[config.mk]
export PLATFORM = sky130hd
export DESIGN_NAME = tone_sequencer
export DESIGN_NICKNAME = d
export VERILOG_FILES = /design/src/rtl/tone_sequencer.sv
export SDC_FILE = /design/constraint.sdc
export NUM_CORES = 1
export LEC_CHECK = 0
export CORE_ASPECT_RATIO = 0.9
export CORE_MARGIN = 2
export CORE_UTILIZATION = 42
export DETAILED_ROUTE_END_ITERATION = 12
export SKIP_LAST_GASP = 1
export SLEW_MARGIN = 10
export SYNTH_ARGS = -nofsm -noshare
export SYNTH_HDL_FRONTEND = slang
export SYNTH_SLANG_ARGS = --single-unit
export TNS_END_PERCENT = 1
[constraint.sdc]
create_clock -name clk -period 8.3 [get_ports clk]
set_input_delay 1.66 -clock clk [delete_from_list [all_inputs] [get_ports clk]]
set_output_delay 1.66 -clock clk [all_outputs]
set_load 0.01 [all_outputs]
[src/rtl/tone_sequencer.sv]
// Melody sequencer: walks a song table of (half-period, duration) pairs and
// feeds each note to the square-wave tone generator over a valid/ready handshake.
module tone_sequencer #(
  parameter int TICK_DIV = 50000,
  parameter int DEPTH    = 16,
  parameter int ADDR_W   = 4
) (
  input  logic              clk,
  input  logic              rst_n,
  input  logic              wr_en,
  input  logic [ADDR_W-1:0] wr_addr,
  input  logic [16:0]       wr_half,
  input  logic [11:0]       wr_dur,
  input  logic              start,
  input  logic              stop,
  input  logic              loop_en,
  output logic [16:0]       tone_half,
  output logic              tone_valid,
  input  logic              tone_ready,
  output logic              gen_en,
  output logic              busy,
  output logic              done,
  output logic [ADDR_W-1:0] note_idx
);

  localparam int PW = $clog2(TICK_DIV);
  localparam logic [PW-1:0]     PRESC_LAST = PW'(TICK_DIV - 1);
  localparam logic [ADDR_W-1:0] LAST_IDX   = ADDR_W'(DEPTH - 1);

  typedef enum logic [1:0] {IDLE, FETCH, LOAD, PLAY} state_t;

  state_t state, state_next;

  logic [28:0]       song [DEPTH];
  logic [16:0]       ent_half;
  logic [11:0]       ent_dur;

  logic [11:0]       dur_q, dur_next;
  logic [PW-1:0]     presc, presc_next;
  logic [11:0]       ticks, ticks_next;
  logic [16:0]       half_next;
  logic [ADDR_W-1:0] idx_next;
  logic              valid_next, gen_next, done_next;
  logic              at_end;

  // Table is never reset so a song survives a reset of the sequencer.
  always_ff @(posedge clk) begin
    if (wr_en) begin
      song[wr_addr] <= {wr_half, wr_dur};
    end
  end

  assign {ent_half, ent_dur} = song[note_idx];
  assign busy = (state != IDLE);

  always_ff @(posedge clk) begin
    if (!rst_n) begin
      state      <= IDLE;
      note_idx   <= '0;
      tone_half  <= '0;
      tone_valid <= 1'b0;
      gen_en     <= 1'b0;
      done       <= 1'b0;
      dur_q      <= '0;
      presc      <= '0;
      ticks      <= '0;
    end else begin
      state      <= state_next;
      note_idx   <= idx_next;
      tone_half  <= half_next;
      tone_valid <= valid_next;
      gen_en     <= gen_next;
      done       <= done_next;
      dur_q      <= dur_next;
      presc      <= presc_next;
      ticks      <= ticks_next;
    end
  end

  always_comb begin
    state_next = state;
    idx_next   = note_idx;
    half_next  = tone_half;
    valid_next = tone_valid;
    gen_next   = gen_en;
    done_next  = 1'b0;
    dur_next   = dur_q;
    presc_next = presc;
    ticks_next = ticks;
    at_end     = 1'b0;

    case (state)
      IDLE: begin
        if (start) begin
          state_next = FETCH;
          idx_next   = '0;
        end
      end
      FETCH: begin
        half_next = ent_half;
        dur_next  = ent_dur;
        if (ent_dur == 12'd0) begin
          at_end = 1'b1;
        end else if (ent_half == 17'd0) begin
          gen_next   = 1'b0;
          state_next = PLAY;
          presc_next = '0;
          ticks_next = '0;
        end else begin
          valid_next = 1'b1;
          state_next = LOAD;
        end
      end
      LOAD: begin
        if (tone_ready) begin
          valid_next = 1'b0;
          gen_next   = 1'b1;
          state_next = PLAY;
          presc_next = '0;
          ticks_next = '0;
        end
      end
      PLAY: begin
        if (presc == PRESC_LAST) begin
          presc_next = '0;
          ticks_next = ticks + 12'd1;
          if (ticks + 12'd1 == dur_q) begin
            if (note_idx == LAST_IDX) begin
              at_end = 1'b1;
            end else begin
              idx_next   = note_idx + 1'b1;
              state_next = FETCH;
            end
          end
        end else begin
          presc_next = presc + 1'b1;
        end
      end
      default: state_next = IDLE;
    endcase

    // Looping back from entry 0 is refused so an empty song cannot spin forever.
    if (at_end) begin
      if (loop_en && note_idx != '0) begin
        idx_next   = '0;
        state_next = FETCH;
      end else begin
        done_next  = 1'b1;
        gen_next   = 1'b0;
        valid_next = 1'b0;
        state_next = IDLE;
      end
    end

    if (stop) begin
      state_next = IDLE;
      idx_next   = note_idx;
      gen_next   = 1'b0;
      valid_next = 1'b0;
      done_next  = 1'b0;
      presc_next = '0;
      ticks_next = '0;
    end
  end

endmodule

==> flow_metrics.tcl <==
set metrics [dict create \
    gr-total-overflow 0 \
    critPathKind "reg2reg" \
    fp.dieW_um 243 \
    htreeDepth 2 \
    tns_ps 0 \
    design.core.area_um2 50600 \
    hold_violations 0 \
    clock-root-buffer "clkbuf_16" \
    syn_avg_cell_area_um2 18.0 \
    drv_slew 0 \
    path_buf_inv 1 \
    yosysSeqAreaShare 0.712 \
    ioPinCount 65 \
    drtAntennaViolNets 0 \
    worstPathMaxFanout 32 \
    synth.ff_latch_count 534 \
    num_vias 11585 \
    dpl.cell_count 1909 \
    syn_to_final_growth_pct 15.5 \
    ys.warnings.count 0 \
    gp_congestion 0.852 \
    crit_path_start_kind "flip-flop" \
    cp_slowest_cell "nor4_1" \
    dr.pass1.iters 5 \
    synthCells 1198 \
    cts_buffers 55 \
    worst_slew_pin_slew_ps 1170 \
    cts_tree "built" \
    final_nets 1335 \
    totalWireLength_um 50200 \
    leakage_uw 0.00751 \
    slowest_delay_ps 990 \
    wl_per_cell_um 24.9 \
    synth_cell_types 72 \
    ys.flop_type "edfxtp_1" \
    hp-class "reg2reg" \
    status "finished clean" \
    power.density_nw_per_um2 228 \
    port_buffers 64 \
    cts_sinks 534 \
    crit_family "simple AND/OR/NAND/NOR gates" \
    cp_data_required_time_ps 8830 \
    synth.cell_area_um2 21500 \
    grt_max_degree 37 \
    synth_edf_count 464 \
    drc_errors 0 \
    cts_hold_buf 0 \
    irDropWorstVdd_mv 0.179 \
    grt_pass1_wl_um 74000 \
    drtIter0Drc 1265 \
    dieArea_um2 53100 \
    clk_path_buf_depth 3 \
    rsz0062_at_grt "no" \
    max_freq_ghz 0.202 \
    min_period_ps 4950 \
    synth_nets 1247 \
    finalCritPeriodShare 0.596 \
    grt_pass1_vias 11474 \
    crit_chain "buf_4 > mux4_2 > a22oi_1 > nand2_1 > nor4_1 > nand4_1 > o21ai_2 > nand4_1 > mux2i_1" \
    path_common_cell "nand4_1" \
    critPathArrivalTime_ps 5480 \
    fin_cells 2014 \
    skew_ps 25.7 \
    dpl.hpwl_um 29000 \
    path_clk_slew_ps 60 \
    fp.dieH_um 219 \
    vias_per_cell 5.75 \
    num_rows 78 \
    start_util 0.426 \
    fillers 4239 \
    antenna_found_initial 3 \
    async_flop_share 0 \
    post-cts-setup-buffers 0 \
    end_kind "flip-flop" \
    cts_resized 0 \
    track_usage 0.190 \
    worstSkewPairLatency_ps 620 \
    max-cap-violations 0 \
    finalSetupViolCount 0 \
    slew_headroom 0.212 \
    drive_above_1_share 0.203 \
]
cells in the mapped netlist, drive strengths merged, types with 13 or more instances:
library cell  number  area, µm²
edfxtp           464      13900
or4               14        105
inv               31        116
nand3             22        110
mux4             127       2860
nor2              67        251
dfxtp             70       1400
o21ai             21        109
nor3              19        100
buf               29        219
a21oi             47        235
o31ai             13       97.6
a22oi             22        165
nand2             37        139
clkbuf            31        116
mux2i             29        290
flip-flops by register name (all words and copies together) (netlist names), named ones only:
name and cells:
presc 16, note_idx 4, song 464, ticks 12
tone_valid 1, tone_half 17, state 2, gen_en 1
done 1, dur_q 12
per-layer routing:
metal / track usage / part of all wire
met1: 0.284 / 0.46
met2: 0.289 / 0.45
met3: 0.0366 / 0.070
met4: 0.0458 / 0.019
met5: 0 / 0.00058
final timing paths:
check,from,to,slack [ps],cells after the start
hold reg to reg,tone_half[12],tone_half[12],490,2
hold / removal,tone_half[12],tone_half[12],490,2
setup reg to reg,flip-flop,ticks[0],3350,9
setup / recovery,flip-flop,ticks[0],3350,9
stage by stage:
| step | total power, µW | instance area [µm²] | hold WS, ps | util | setup WS, ps |
|---|---|---|---|---|---|
| after floorplan | 3110 | 21500 | 451 | - | 3670 |
| after global placement | 3210 | 23000 | 475 | 0.455 | 3410 |
| after detailed placement | 3210 | 23000 | 482 | 0.455 | 3330 |
| after CTS | 5710 | 24900 | 494 | 0.492 | 3320 |
| after global routing | 5830 | 24900 | 521 | 0.492 | 2960 |
| final | 5660 | 24900 | 488 | 0.492 | 3350 |
worst min-delay path: stages (launching register included):
cell and delay (ps):
dfxtp_1 320, a21oi_1 60, nor2_1 70
power by group:
part	total [µW]	internal, µW	leakage [µW]	switching [µW]
logic	169	58.9	0.00185	110
clock network	2500	1460	0.000897	1040
registers	2990	2970	0.00476	16.1
total	5660	4490	0.00751	1170
placed cells by master, fill, tap and decap left out, types with 13 or more instances in the layout:
master / instances
a22oi_1: 22
nand3_1: 22
clkdlybuf4s50_1: 64
nor2_1: 55
nand2_1: 37
mux2i_1: 29
edfxtp_1: 464
dfxtp_1: 67
o21ai_0: 17
buf_4: 27
inv_1: 31
nor3_1: 14
clkbuf_16: 55
o31ai_1: 13
a21oi_1: 46
or4_1: 14
mux4_2: 127
kinds of logic after synthesis:
group,count (synthesis),synth area share
AO/OA/AOI/OAI,155,0.0496
XOR/XNOR,16,0.00715
adder cells (fa/ha/maj),9,0.00523
buffers and inverters,92,0.0212
flip-flops,534,0.712
multiplexers,159,0.148
AND/OR/NAND/NOR,233,0.0564
cell type report:
type                       instances  area, µm²  share of cell area
antenna                            1       2.50            0.000101
clock buffer                      67       1440              0.0580
clock inverter                    37        408              0.0164
inverter                          32        120             0.00483
multi-input combinational        572       5850               0.235
sequential                       534      15300               0.617
tap                              680        851              0.0342
timing repair buffer              91        843              0.0339
No activity file was read; power rests on OpenSTA's default activity.
